==> config.mk <==
export PLATFORM = sky130hd
export DESIGN_NAME = arb_mux
export DESIGN_NICKNAME = d
export VERILOG_FILES = /design/src/rtl/arb_mux_pkg.sv /design/src/rtl/arb_mux_sel.sv /design/src/rtl/arb_mux.sv
export SDC_FILE = /design/constraint.sdc
export NUM_CORES = 1
export LEC_CHECK = 0
export CORE_MARGIN = 10
export CORE_UTILIZATION = 29
export DETAILED_ROUTE_END_ITERATION = 10
export DONT_BUFFER_PORTS = 1
export HOLD_SLACK_MARGIN = 0.1
export PLACE_DENSITY_LB_ADDON = 0.3
export SYNTH_ARGS = -nofsm -noshare
export SYNTH_HDL_FRONTEND = slang
export SYNTH_HIERARCHICAL = 1
export SYNTH_SLANG_ARGS = --single-unit
==> constraint.sdc <==
create_clock -name clk -period 8.5 [get_ports clk]
set_input_delay 1.7 -clock clk [delete_from_list [all_inputs] [get_ports clk]]
set_output_delay 1.7 -clock clk [all_outputs]
set_load 0.02 [all_outputs]
==> src/rtl/arb_mux_pkg.sv <==
// arb_mux_pkg -- shared types and sizing helpers for the arb_mux block.
//   arb_mux_state_e : transaction FSM states
//   id_width()      : width of a master index (at least one bit)
//   cnt_width()     : width of the timeout counter able to hold TIMEOUT
package arb_mux_pkg;

  typedef enum logic [1:0] {
    IDLE     = 2'd0,
    ISSUE    = 2'd1,
    WAIT_RSP = 2'd2,
    RELEASE  = 2'd3
  } arb_mux_state_e;

  function automatic int id_width(input int n);
    return (n > 1) ? $clog2(n) : 1;
  endfunction

  function automatic int cnt_width(input int timeout);
    return (timeout > 0) ? $clog2(timeout + 1) : 1;
  endfunction

endpackage

==> src/rtl/arb_mux_sel.sv <==
// arb_mux_sel -- picks one W-bit field out of N packed per-master fields.
//   bus   : N fields, field i in bus[i*W +: W]
//   idx   : index of the field to select
//   field : selected field; zero when idx does not name a master
module arb_mux_sel
  import arb_mux_pkg::*;
#(
  parameter int N     = 2,
  parameter int W     = 32,
  parameter int IDX_W = id_width(N)
) (
  input  logic [N*W-1:0]   bus,
  input  logic [IDX_W-1:0] idx,
  output logic [W-1:0]     field
);

  // Compare-and-select rather than a variable part-select so an index
  // beyond N-1 yields zero instead of an out-of-range read.
  always_comb begin
    field = '0;
    for (int i = 0; i < N; i++) begin
      if (idx == IDX_W'(i)) field = bus[i*W +: W];
    end
  end

endmodule

==> src/rtl/arb_mux.sv <==
// arb_mux -- connects N_REQ masters to one slave through an external arbiter.
// One transaction at a time: the granted master's request is registered onto
// the slave channel, the response is returned as a one-cycle ack (or a
// one-cycle err when the slave takes too long), then the grant is released.
//   clk, rst            : clock, asynchronous active-high reset
//   m_req/m_we          : per-master request and write flag
//   m_addr/m_wdata      : packed per-master address / write data
//   m_ack/m_err         : one-cycle completion / timeout pulse to the master
//   m_rdata             : response data, valid with m_ack
//   arb_req             : requests forwarded to the arbiter
//   arb_gnt/arb_gnt_id  : arbiter grant-active and granted master index
//   s_valid/s_we/s_addr/s_wdata/s_ready : slave request channel
//   s_rsp_valid/s_rdata : slave response
module arb_mux
  import arb_mux_pkg::*;
#(
  parameter int  N_REQ   = 2,
  parameter int  ADDR_W  = 32,
  parameter int  DATA_W  = 32,
  parameter int  TIMEOUT = 255,
  localparam int ID_W    = id_width(N_REQ)
) (
  input  logic                     clk,
  input  logic                     rst,
  input  logic [N_REQ-1:0]         m_req,
  input  logic [N_REQ-1:0]         m_we,
  input  logic [N_REQ*ADDR_W-1:0]  m_addr,
  input  logic [N_REQ*DATA_W-1:0]  m_wdata,
  output logic [N_REQ-1:0]         m_ack,
  output logic [N_REQ-1:0]         m_err,
  output logic [DATA_W-1:0]        m_rdata,
  output logic [N_REQ-1:0]         arb_req,
  input  logic                     arb_gnt,
  input  logic [ID_W-1:0]          arb_gnt_id,
  output logic                     s_valid,
  output logic                     s_we,
  output logic [ADDR_W-1:0]        s_addr,
  output logic [DATA_W-1:0]        s_wdata,
  input  logic                     s_ready,
  input  logic                     s_rsp_valid,
  input  logic [DATA_W-1:0]        s_rdata
);

  localparam int CNT_W = cnt_width(TIMEOUT);

  arb_mux_state_e    state, state_nx;
  logic [ID_W-1:0]   cur_id;
  logic [CNT_W-1:0]  cnt;
  logic              busy;
  logic              rsp_take;
  logic              tmo_hit;
  logic              err_take;
  logic              sel_we;
  logic [ADDR_W-1:0] sel_addr;
  logic [DATA_W-1:0] sel_wdata;
  logic [N_REQ-1:0]  cur_oh;

  // Counter stops at TIMEOUT instead of wrapping.
  function automatic logic [CNT_W-1:0] sat_inc(input logic [CNT_W-1:0] v);
    return (v == CNT_W'(TIMEOUT)) ? v : v + CNT_W'(1);
  endfunction

  function automatic logic [N_REQ-1:0] id_onehot(input logic [ID_W-1:0] id);
    logic [N_REQ-1:0] oh;
    for (int i = 0; i < N_REQ; i++) oh[i] = (id == ID_W'(i));
    return oh;
  endfunction

  // Payload is taken from the master named by the grant itself, since
  // cur_id only holds that index from the following cycle.
  arb_mux_sel #(.N(N_REQ), .W(1), .IDX_W(ID_W)) u_sel_we (
    .bus   (m_we),
    .idx   (arb_gnt_id),
    .field (sel_we)
  );

  arb_mux_sel #(.N(N_REQ), .W(ADDR_W), .IDX_W(ID_W)) u_sel_addr (
    .bus   (m_addr),
    .idx   (arb_gnt_id),
    .field (sel_addr)
  );

  arb_mux_sel #(.N(N_REQ), .W(DATA_W), .IDX_W(ID_W)) u_sel_wdata (
    .bus   (m_wdata),
    .idx   (arb_gnt_id),
    .field (sel_wdata)
  );

  assign cur_oh   = id_onehot(cur_id);
  assign busy     = (state == ISSUE) || (state == WAIT_RSP);
  assign rsp_take = (state == WAIT_RSP) && s_rsp_valid;
  // The abort is decided in the cycle the counter steps onto TIMEOUT, so
  // the transaction spends at most TIMEOUT cycles in ISSUE plus WAIT_RSP.
  // A response arriving in that same cycle still completes normally.
  assign tmo_hit  = busy && (cnt == CNT_W'(TIMEOUT - 1));
  assign err_take = tmo_hit && !rsp_take;

  // While releasing, hide the finished master's request so the arbiter
  // does not re-grant it before the grant has dropped.
  always_comb begin
    arb_req = m_req;
    if (state == RELEASE) arb_req = m_req & ~cur_oh;
  end

  always_comb begin
    state_nx = state;
    case (state)
      IDLE:     if (arb_gnt) state_nx = ISSUE;
      ISSUE:    if (err_take) state_nx = RELEASE;
                else if (s_ready) state_nx = WAIT_RSP;
      WAIT_RSP: if (rsp_take || err_take) state_nx = RELEASE;
      RELEASE:  if (!arb_gnt) state_nx = IDLE;
      default:  state_nx = IDLE;
    endcase
  end

  always_ff @(posedge clk or posedge rst) begin
    if (rst) state <= IDLE;
    else     state <= state_nx;
  end

  always_ff @(posedge clk or posedge rst) begin
    if (rst) begin
      cur_id  <= '0;
      cnt     <= '0;
      s_valid <= 1'b0;
      s_we    <= 1'b0;
      s_addr  <= '0;
      s_wdata <= '0;
      m_ack   <= '0;
      m_err   <= '0;
      m_rdata <= '0;
    end else begin
      m_ack   <= '0;
      m_err   <= '0;
      s_valid <= (state_nx == ISSUE);
      if (state == IDLE && arb_gnt) begin
        cur_id  <= arb_gnt_id;
        cnt     <= '0;
        s_we    <= sel_we;
        s_addr  <= sel_addr;
        s_wdata <= sel_wdata;
      end
      if (busy) cnt <= sat_inc(cnt);
      if (rsp_take) begin
        m_rdata <= s_rdata;
        m_ack   <= cur_oh;
      end
      if (err_take) m_err <= cur_oh;
    end
  end

endmodule

==> results of run 1 <==
## metal layers
metal | GRT usage (%) | vias up | part of all wire, %
met5 | 0 | - | 0.094
met4 | 3.954 | 2 | 1.5
met3 | 5.061 | 15 | 9.3
met2 | 18.79 | 138 | 54
met1 | 10.88 | 1518 | 35
li1 | - | 1324 | -
## power breakdown
part	switching, uW	internal [uW]	leakage (uW)
combinational	222	301	0.00115
clock	252	467	0.000288
sequential	519	796	0.00136
## final cells by class
cell class / count / area, sq um
fill: 1834 / 12500
sequential: 113 / 2828
multi-input combinational: 225 / 2522
clock buffer: 18 / 439.2
tap: 260 / 325.3
clock inverter: 13 / 162.7
inverter: 10 / 40.04
timing repair buffer: 2 / 15.01
## registers in the layout, summed over array words and instances (netlist names), 2 cells and up
signal and count:
cnt 8, m_ack 2, m_err 2, m_rdata 32, s_addr 32, s_wdata 32, state 2
## worst max-delay path by stage
stage | start | end | slack (ns)
CTS | m_req[1] | arb_req[1] | 4.53
global placement | m_req[1] | arb_req[1] | 4.52
global route | m_req[1] | arb_req[1] | 4.49
detailed placement | m_req[1] | arb_req[1] | 4.53
floorplan | rst | cnt[0]$_DFFE_PP0P_ | 3.81
finish | m_req[0] | arb_req[0] | 4.55
## layout by cell type, fill, tap and decap left out, types with 3 or more instances in the layout
cell type	synthesis	final
mux2_4	61	61
ha_1	8	8
mux2_2	73	73
nor2_1	7	7
inv_1	10	9
bufinv_16	0	3
clkinv_4	0	3
mux2_1	29	29
clkbuf_16	0	17
o21ai_0	4	4
dfrtp_1	113	113
clkinvlp_4	0	3
clkinv_2	0	3
nand3_1	8	8
nand2_1	5	4
a21oi_1	4	4
## through the flow
stage	instance area (sq um)	setup slack, ns	util (%)
finish	6332	4.546	33.63
global route	6332	4.487	33.63
CTS	6332	4.528	33.63
detailed placement	5731	4.528	30.43
global placement	5731	4.520	30.43
floorplan	5580	3.813	-
## logic make-up after synthesis
logic type	Yosys count
AO/OA/AOI/OAI	25
XOR/XNOR	1
adder cells (fa/ha/maj)	8
buffers and inverters	28
flip-flops	113
multiplexers	163
AND/OR/NAND/NOR	28
==> out/results.tsv, run 1 <==
stage	metric	value	unit
outcome	status	finished clean	
final_layout	nets	547	
pwr	total power	2558	uW
critical_path	Crit. End Element	primary output	
pwr	pwr/cell area	404.0	nW/um^2
logic_synthesis	Distinct cells, synth	35	
critical_path	worst-path fanout max	1	
grt	first-pass GRT wire length	21080	um
clock_network	post-CTS sizing	0	
logic_synthesis	Synth area leaders	dfrtp_1 51%, mux2_4 16%, mux2_2 15%	
critical_path	stages on the worst setup path	1	
die	DIE HEIGHT	158.7	um
logic_synthesis	Ys Warns	6	
routing	DRT Wirelength	13850	um
logic_synthesis	xor-xnor portion of the synthesized cell area	0.1570	%
routing	via count	2997	
die	Ports	274	
logic_synthesis	combinational family with the most area after synthesis	multiplexers	
logic_synthesis	simple-gate portion of the synthesized area	2.691	%
grt	number of antenna violations at the first check in global routing	1	
routing	average wire per standard cell	21.60	um
routing	Remaining DRCs	0	
sta	fmax	252.9	MHz
min_path	Worst Hold End	cnt[6]$_DFFE_PP0P_	
sta	worst hold slack	0.5348	ns
grt	global route overflow	0	
final_layout	Non-Filler Instances	641	
clock_network	hold buffers post-CTS	0	
logic_synthesis	share of the synthesized area in the top cell type	50.67	%
logic_synthesis	gate count of the mapped netlist	366	
critical_path	Slowest cell on crit path	a21boi_0	
clock_network	CTS buffer count	17	
logic_synthesis	syn nets	544	
clock_network	post-CTS setup buffers	0	
clock_network	clk_lat worst skew	0.40	ns
logic_synthesis	Synth Register Bits	113	
logic_synthesis	sequential cell area fraction in the yosys report	50.67	%
clock_network	CTS max path bufs	2	
sta	Slew Limit Fails	0	
logic_synthesis	largest area contributor in the netlist	dfrtp_1	
logic_synthesis	Post-Syn Area per Cell	15.25	sq um
logic_synthesis	dominant synthesized flop cell	dfrtp_1	
logic_synthesis	post-synthesis mux area share	37.00	%
critical_path	slowest cell delay on critical path	0.55	ns
sta	clk_skew	0.006751	ns
logic_synthesis	adder-cell share of the synthesized area	1.794	%
sta	Setup violations, final	0	
grt	number of global-route vias before repair	3368	
routing	antenna viol nets, final	0	
final_layout	Antenna diodes	0	
final_layout	layout cells sized above 1	45.67	%
critical_path	worst-path cell chain	a21boi_0	
job	max-cap violations	0	
placed_design	Final Wtd Congestion	0.7656	
sta	setup total negative slack	0	ns
routing	Vias/cell	4.676	
critical_path	kind of critical path	in -> out	
sta	RSZ-0062 raised after global routing	no	
sta	min cycle time layout	3.954	ns
routing	iteration count of the initial detailed-routing pass	4	
pwr	Peak VDD IR	0.1571	mV
min_path	Hold Startpoint	cnt[6]$_DFFE_PP0P_	
critical_path	data arrival time of the critical path	2.25	ns
die	Die Footprint	25190	sq um
die	area of the core	18830	sq um
clock_network	clock root cell	clkbuf_16	
logic_synthesis	Mapped Area	5580	sq um
sta	Fin. Hold Viols	0	
placed_design	HPWL Detailed	10550	um
logic_synthesis	Post-synth EDFFs	0	
logic_synthesis	Post-synth top cells	113 x dfrtp_1, 73 x mux2_2, 61 x mux2_4, 29 x mux2_1, 10 x inv_1	
min_path	Min-Delay Path Class	reg -> reg	
final_layout	Area Growth Syn to Fin	13.48	%
critical_path	CP Launch Type	input pin	
clock_network	CTS clock-pin slew for the worst setup and hold paths	0.05	ns
critical_path	Reg-to-Reg End	s_addr[1]$_DFFE_PP0P_	
clock_network	H-tree depth	4	
logic_synthesis	Synth Area in Compound Gates	3.430	%
critical_path	Worst R2R Setup Slack	6.44	ns
routing	drt first-iter violations	148	
critical_path	RR Startpoint	state[0]$_DFF_PP0_	
logic_synthesis	most frequent cell after synthesis	dfrtp_1	
die	die width	158.7	um
sta	Tcrit/Tclk final	46.52	%
pwr	leakage	0.002798	uW
clock_network	clock sink count	113	
die	row cnt	50	
critical_path	CP bufs+invs	0	
critical_path	CP Data Required Time	6.80	ns
sta	Worst Tran Pin Value	0.9011	ns
critical_path	R2R cell count	4	
die	initial core utilization	29.63	%
clock_network	CTS tree	yes	
grt	largest net degree at the start of global routing	68	
logic_synthesis	FFs w/ async S/R, synth	100.0	%
grt	GRT Resource Usage Total	10.73	%
min_path	cell count of the worst hold path	1	
placed_design	PortBufs	0	
critical_path	Top delay family on crit path	compound AO/OA/AOI/OAI gates	
sta	normalized max-slew margin	39.93	%
placed_design	Placed Instances	610	
(Power assumes the default switching activity.)
==> inputs of run 2 (changes only) <==
==> constraint.sdc (replaced) <==
create_clock -name clk -period 3.7 [get_ports clk]
set_input_delay 0.74 -clock clk [delete_from_list [all_inputs] [get_ports clk]]
set_output_delay 0.74 -clock clk [all_outputs]
set_load 0.02 [all_outputs]
==> out/results.tsv, run 2 (synthesis gave the netlist of run 1 again) <==
stage	metric	value	unit	change
critical_path	Critical Path Source	state[1]$_DFF_PP0_		was m_req[0]
critical_path	data arrival time of the critical path	1.69	ns	was 2.25 ns
die	area of the core	18830	sq um	unchanged
critical_path	Reg-to-Reg End	s_valid$_DFF_PP0_		was s_addr[1]$_DFFE_PP0P_
clock_network	clock root cell	clkbuf_16		unchanged
sta	Worst Tran Pin Value	0.8463	ns	was 0.9011 ns
final_layout	Util after Layout	33.91	%	was 33.63%
clock_network	post-CTS setup buffers	0		unchanged
sta	Tcrit/Tclk final	65.68	%	
clock_network	CTS buffer count	17		unchanged
pwr	Combinational Power Share	20.3	%	was 20.5%
clock_network	clk_lat worst skew	0.41	ns	was 0.40 ns
critical_path	R2R cell count	7		was 4
final_layout	Area Growth Syn to Fin	14.44	%	was 13.48%
sta	RSZ-0062 raised after global routing	no		unchanged
min_path	Min-Delay Path Class	in -> async		was reg -> reg
sta	Setup violations, final	0		unchanged
placed_design	PortBufs	0		unchanged
clock_network	post-CTS sizing	0		unchanged
critical_path	CP bufs+invs	0		unchanged
sta	normalized max-slew margin	43.58	%	was 39.93%
critical_path	CP Data Required Time	2.96	ns	was 6.80 ns
pwr	sequential share of power	50.5	%	was 51.4%
die	row cnt	50		unchanged
clock_network	hold buffers post-CTS	0		unchanged
routing	Remaining DRCs	0		unchanged
sta	clk_skew	0.005858	ns	was 0.006751 ns
critical_path	Top delay family on crit path	compound AO/OA/AOI/OAI gates		unchanged
grt	number of antenna violations at the first check in global routing	0		was 1
grt	number of global-route vias before repair	3466		was 3368
grt	largest net degree at the start of global routing	67		was 68
grt	first-pass GRT wire length	21430	um	was 21080 um
pwr	internal power	3690	uW	was 1565 uW
grt	global route overflow	0		unchanged
final_layout	layout cells sized above 1	45.97	%	was 45.67%
sta	min cycle time layout	2.430	ns	
die	Ports	274		unchanged
final_layout	Largest regs	m_rdata x32, s_addr x32, s_wdata x32		unchanged
sta	fmax	411.5	MHz	
critical_path	slowest cell delay on critical path	0.59	ns	was 0.55 ns
pwr	leakage	0.002809	uW	was 0.002798 uW
critical_path	worst-path fanout max	6		was 1
clock_network	CTS tree	yes		unchanged
pwr	Sw Pwr	2301	uW	was 993.2 uW
critical_path	Crit. End Element	primary output		unchanged
final_layout	most frequent cells in the layout	113 x dfrtp_1, 73 x mux2_2, 61 x mux2_4		unchanged
die	Die Footprint	25190	sq um	unchanged
critical_path	Worst R2R Setup Slack	1.62	ns	was 6.44 ns
final_layout	Antenna diodes	0		unchanged
routing	antenna viol nets, final	0		unchanged
clock_network	H-tree depth	4		unchanged
placed_design	HPWL Detailed	10750	um	was 10550 um
critical_path	kind of critical path	reg -> out		was in -> out
critical_path	stages on the worst setup path	2		was 1
final_layout	commonest non-fill, non-tap cell in the layout	dfrtp_1		unchanged
critical_path	CP endpoint	arb_req[1]		was arb_req[0]
routing	via count	3017		was 2997
routing	DRT Wirelength	13990	um	was 13850 um
final_layout	fillers	1816		was 1834
sta	Fin. Hold Viols	0		unchanged
pwr	clock power share	29.2	%	was 28.1%
critical_path	RR Startpoint	state[0]$_DFF_PP0_		unchanged
routing	Vias/cell	4.678		was 4.676
die	initial core utilization	29.63	%	unchanged
clock_network	CTS clock-pin slew for the worst setup and hold paths	0.05	ns	about the same
sta	Slew Limit Fails	0		unchanged
clock_network	CTS max path bufs	2		unchanged
critical_path	worst-path cell chain	ha_1, a21boi_0		was a21boi_0
pwr	Peak VDD IR	0.3166	mV	was 0.1571 mV
sta	setup total negative slack	0	ns	unchanged
pwr	switching share of power	38.40	%	was 38.83%
die	DIE HEIGHT	158.7	um	unchanged
outcome	status	finished clean		unchanged
placed_design	Final Wtd Congestion	0.7768		was 0.7656
routing	iteration count of the initial detailed-routing pass	4		unchanged
pwr	pwr/cell area	938.2	nW/um^2	was 404.0 nW/um^2
clock_network	clock sink count	113		unchanged
critical_path	CP Launch Type	flip-flop		was input pin
routing	drt first-iter violations	130		was 148
job	max-cap violations	0		unchanged
grt	GRT Resource Usage Total	10.97	%	was 10.73%
routing	average wire per standard cell	21.69	um	was 21.60 um
final_layout	nets	550		was 547
die	die width	158.7	um	unchanged
critical_path	Slowest cell on crit path	a21boi_0		unchanged
==> run 2: cell count changes in the layout (fill, tap and decap cells not counted) <==
cell / previous run / this run
clkinv_2: 3 / 1
inv_4: 1 / 0
clkbuf_1: 0 / 1
nand2_2: 0 / 1
buf_4: 2 / 5
clkinvlp_4: 3 / 6
clkinv_4: 3 / 0
nand2_4: 1 / 0
bufinv_16: 3 / 4
clkbuf_8: 1 / 2
inv_6: 1 / 2
==> run 2: worst min-delay path by stage <==
| stage | endpoint | slack [ns] | cells after the start |
|---|---|---|---|
| 3_3_place_gp | cnt[6]$_DFFE_PP0P_ | 0.50 | 1 |
| 3_5_place_dp | cnt[6]$_DFFE_PP0P_ | 0.52 | 1 |
| 5_1_grt | s_wdata[24]$_DFFE_PP0P_ | 0.40 | 2 |
| 2_1_floorplan | m_err[0]$_DFF_PP0_ | 0.46 | 1 |
| 6_report | s_wdata[14]$_DFFE_PP0P_ | 0.38 | 2 |
| 4_1_cts | s_wdata[24]$_DFFE_PP0P_ | 0.39 | 2 |
==> run 2: worst reg2reg max path: cells and delay by family (launching register included) <==
kind | cells | cell delay [ns]
and+or+nand+nor | 2 | 0.33
adders and majority gates | 1 | 0.26
buffers and inverters | 2 | 0.52
AOI/OAI and AO/OA | 2 | 0.44
DFF | 1 | 0.40
==> run 2: routing by layer <==
metal / track usage, % / share of wire (%) / wire [um] / vias up
met5: 0 / 0 / 0 / -
met3: 5.835 / 10 / 1418 / 14
li1: - / - / - / 1339
met4: 3.741 / 1.7 / 240 / 0
met1: 11.01 / 36 / 4984 / 1510
met2: 19.00 / 53 / 7345 / 154
==> run 2: area by class of cell <==
class / instances / area [sq um] / area share [%]
Timing Repair Buffer: 5 / 37.54 / 0.5878
Clock buffer: 20 / 456.7 / 7.151
Tap cell: 260 / 325.3 / 5.094
Clock inverter: 12 / 180.2 / 2.821
Inverter: 10 / 41.29 / 0.6466
Sequential cell: 113 / 2828 / 44.28
Multi-Input combinational cell: 225 / 2517 / 39.42
==> run 2: power by group through the flow <==
stage	Sequential, uW	Combinational [uW]	Clock (uW)
2_1_floorplan	2830	1090	0
3_3_place_gp	3060	1180	0
3_5_place_dp	3080	1240	0
4_1_cts	3060	1240	1820
5_1_grt	3110	1360	1900
6_report	3030	1210	1750
==> run 2: metrics by stage <==
step | total power (uW) | std cells | hold WS, ns | setup slack, ns | instance area (sq um)
after floorplan | 3918 | 366 | 0.4570 | 1.589 | 5584
after global placement | 4238 | 613 | 0.5026 | 1.632 | 5749
after detailed placement | 4314 | 613 | 0.5202 | 1.622 | 5749
after CTS | 6115 | 645 | 0.3909 | 1.223 | 6386
after global routing | 6366 | 645 | 0.4000 | 1.133 | 6386
final | 5991 | 645 | 0.3813 | 1.270 | 6386
==> inputs of run 3 (changes only) <==
==> constraint.sdc (replaced) <==
create_clock -name clk -period 2.48 [get_ports clk]
set_input_delay 0.496 -clock clk [delete_from_list [all_inputs] [get_ports clk]]
set_output_delay 0.496 -clock clk [all_outputs]
set_load 0.02 [all_outputs]
==> out/results.tsv, run 3 (synthesis gave the netlist of run 1 again) <==
stage	metric	value	unit	change
sta	RSZ-0062 raised after global routing	no		unchanged
critical_path	Crit. End Element	primary output		unchanged
clock_network	clock sink count	113		unchanged
critical_path	Reg-to-Reg End	cnt[6]$_DFFE_PP0P_		was s_valid$_DFF_PP0_
sta	fmax	510.6	MHz	
grt	number of global-route vias before repair	3470		was 3466
outcome	status	finished clean		unchanged
critical_path	CP Launch Type	flip-flop		unchanged
grt	GRT Resource Usage Total	11.18	%	was 10.97%
placed_design	pre-CTS setup slack	0.6473	ns	was 1.622 ns
sta	Tcrit/Tclk final	78.98	%	
routing	iteration count of the initial detailed-routing pass	4		unchanged
clock_network	clk_lat worst skew	0.41	ns	about the same
placed_design	PortBufs	0		unchanged
grt	global route overflow	0		unchanged
final_layout	commonest non-fill, non-tap cell in the layout	dfrtp_1		unchanged
sta	Worst Tran Pin Value	0.7477	ns	was 0.8463 ns
critical_path	Slowest cell on crit path	dfrtp_1		was a21boi_0
sta	clk_skew	0.007138	ns	was 0.005858 ns
routing	Remaining DRCs	0		unchanged
job	max-cap violations	0		unchanged
critical_path	CP bufs+invs	1		was 0
final_layout	Util after Layout	33.93	%	was 33.91%
routing	Vias/cell	4.737		was 4.678
final_layout	nets	554		was 550
die	row cnt	50		unchanged
clock_network	H-tree depth	4		unchanged
routing	DRT Wirelength	14320	um	was 13990 um
critical_path	Worst R2R Setup Slack	0.62	ns	was 1.62 ns
clock_network	post-CTS sizing	0		unchanged
final_layout	fillers	1818		was 1816
critical_path	RR Startpoint	state[1]$_DFF_PP0_		was state[0]$_DFF_PP0_
critical_path	worst-path fanout max	6		unchanged
die	DIE HEIGHT	158.7	um	unchanged
min_path	Hold Startpoint	s_rdata[27]		
clock_network	CTS tree	yes		unchanged
sta	setup total negative slack	0	ns	unchanged
final_layout	Antenna diodes	0		unchanged
final_layout	Area Growth Syn to Fin	14.51	%	was 14.44%
routing	average wire per standard cell	22.06	um	was 21.69 um
grt	first-pass GRT wire length	22010	um	was 21430 um
min_path	Worst Hold End	m_rdata[27]$_DFFE_PP0P_		
pwr	pwr/cell area	1360	nW/um^2	was 938.2 nW/um^2
die	die width	158.7	um	unchanged
die	Ports	274		unchanged
placed_design	Final Wtd Congestion	0.7710		was 0.7768
final_layout	most frequent cells in the layout	113 x dfrtp_1, 73 x mux2_2, 61 x mux2_4		unchanged
final_layout	layout cells sized above 1	46.53	%	was 45.97%
grt	largest net degree at the start of global routing	67		unchanged
final_layout	Largest regs	m_rdata x32, s_addr x32, s_wdata x32		unchanged
clock_network	hold buffers post-CTS	1		was 0
critical_path	slowest cell delay on critical path	0.44	ns	was 0.59 ns
routing	drt first-iter violations	134		was 130
clock_network	CTS buffer count	17		unchanged
min_path	cell count of the worst hold path	1		
placed_design	HPWL Detailed	10960	um	was 10750 um
grt	number of antenna violations at the first check in global routing	1		was 0
die	Die Footprint	25190	sq um	unchanged
pwr	Peak VDD IR	0.4990	mV	was 0.3166 mV
die	area of the core	18830	sq um	unchanged
sta	final setup margin	0.5214	ns	was 1.270 ns
min_path	Min-Delay Path Class	in -> reg		was in -> async
sta	Setup violations, final	0		unchanged
critical_path	CP Data Required Time	1.98	ns	was 2.96 ns
sta	Slew Limit Fails	0		unchanged
final_layout	Non-Filler Instances	649		was 645
sta	min cycle time layout	1.959	ns	
placed_design	Placed Instances	616		was 613
sta	Fin. Hold Viols	0		unchanged
critical_path	worst-path cell chain	ha_1, a21boi_0, buf_4		was ha_1, a21boi_0
critical_path	kind of critical path	reg -> out		unchanged
clock_network	clock root cell	clkbuf_16		unchanged
clock_network	post-CTS setup buffers	0		unchanged
critical_path	Top delay family on crit path	flip-flops		was compound AO/OA/AOI/OAI gates
routing	antenna viol nets, final	0		unchanged
clock_network	CTS clock-pin slew for the worst setup and hold paths	0.06	ns	was 0.05 ns
die	initial core utilization	29.63	%	unchanged
critical_path	data arrival time of the critical path	1.46	ns	was 1.69 ns
routing	via count	3074		was 3017
final_layout	final instance area	6390	sq um	was 6386 sq um
sta	normalized max-slew margin	50.05	%	was 43.58%
clock_network	CTS max path bufs	2		unchanged
placed_design	DP Area	5809	sq um	was 5749 sq um
critical_path	R2R cell count	6		was 7
pwr	leakage	0.002830	uW	was 0.002809 uW
run 3: worst max-delay path by stage:
stage / startpoint / end / slack, ns / depth (start not counted)
finish: state[1]$_DFF_PP0_ / arb_req[1] / 0.52 / 3
global route: state[1]$_DFF_PP0_ / arb_req[1] / 0.45 / 3
CTS: state[1]$_DFF_PP0_ / arb_req[0] / 0.50 / 3
detailed placement: state[1]$_DFF_PP0_ / cnt[6]$_DFFE_PP0P_ / 0.65 / 6
global placement: state[0]$_DFF_PP0_ / s_we$_DFFE_PP0P_ / 0.74 / 5
floorplan: rst / cnt[0]$_DFFE_PP0P_ / 0.61 / 1
run 3: through the flow:
step | total power (uW) | hold slack [ns]
final | 8690 | 0.2336
after global routing | 9206 | 0.2060
after CTS | 8865 | 0.2078
after detailed placement | 6450 | 0.5141
after global placement | 6336 | 0.5058
after floorplan | 5845 | 0.4570
run 3: metal layers:
metal | GRT usage (%) | up-vias | part of all wire, %
met5 | 0 | - | 0.091
met4 | 3.954 | 2 | 1.8
met3 | 5.474 | 17 | 9.5
met2 | 19.71 | 148 | 53
met1 | 11.16 | 1561 | 35
li1 | - | 1346 | -
run 3: power by group:
part | internal (uW) | switching, uW
registers | 2730 | 1770
clock network | 1420 | 920
logic | 1060 | 793
run 3: final cells by class:
| class | instances | area [sq um] | share of cell area (%) |
|---|---|---|---|
| timing repair buffer | 9 | 107.6 | 1.684 |
| tap | 260 | 325.3 | 5.091 |
| clock inverter | 14 | 131.4 | 2.056 |
| sequential | 113 | 2828 | 44.25 |
| multi-input combinational | 225 | 2517 | 39.40 |
| clock buffer | 18 | 439.2 | 6.873 |
| inverter | 10 | 41.29 | 0.6462 |
run 3: worst register-to-register path, delay by kind of cell, from the launching register on:
kind,cells,cell delay (ns)
AOI/OAI and AO/OA,3,0.70
adders and majority gates,1,0.36
buffers and inverters,2,0.24
DFF,1,0.44
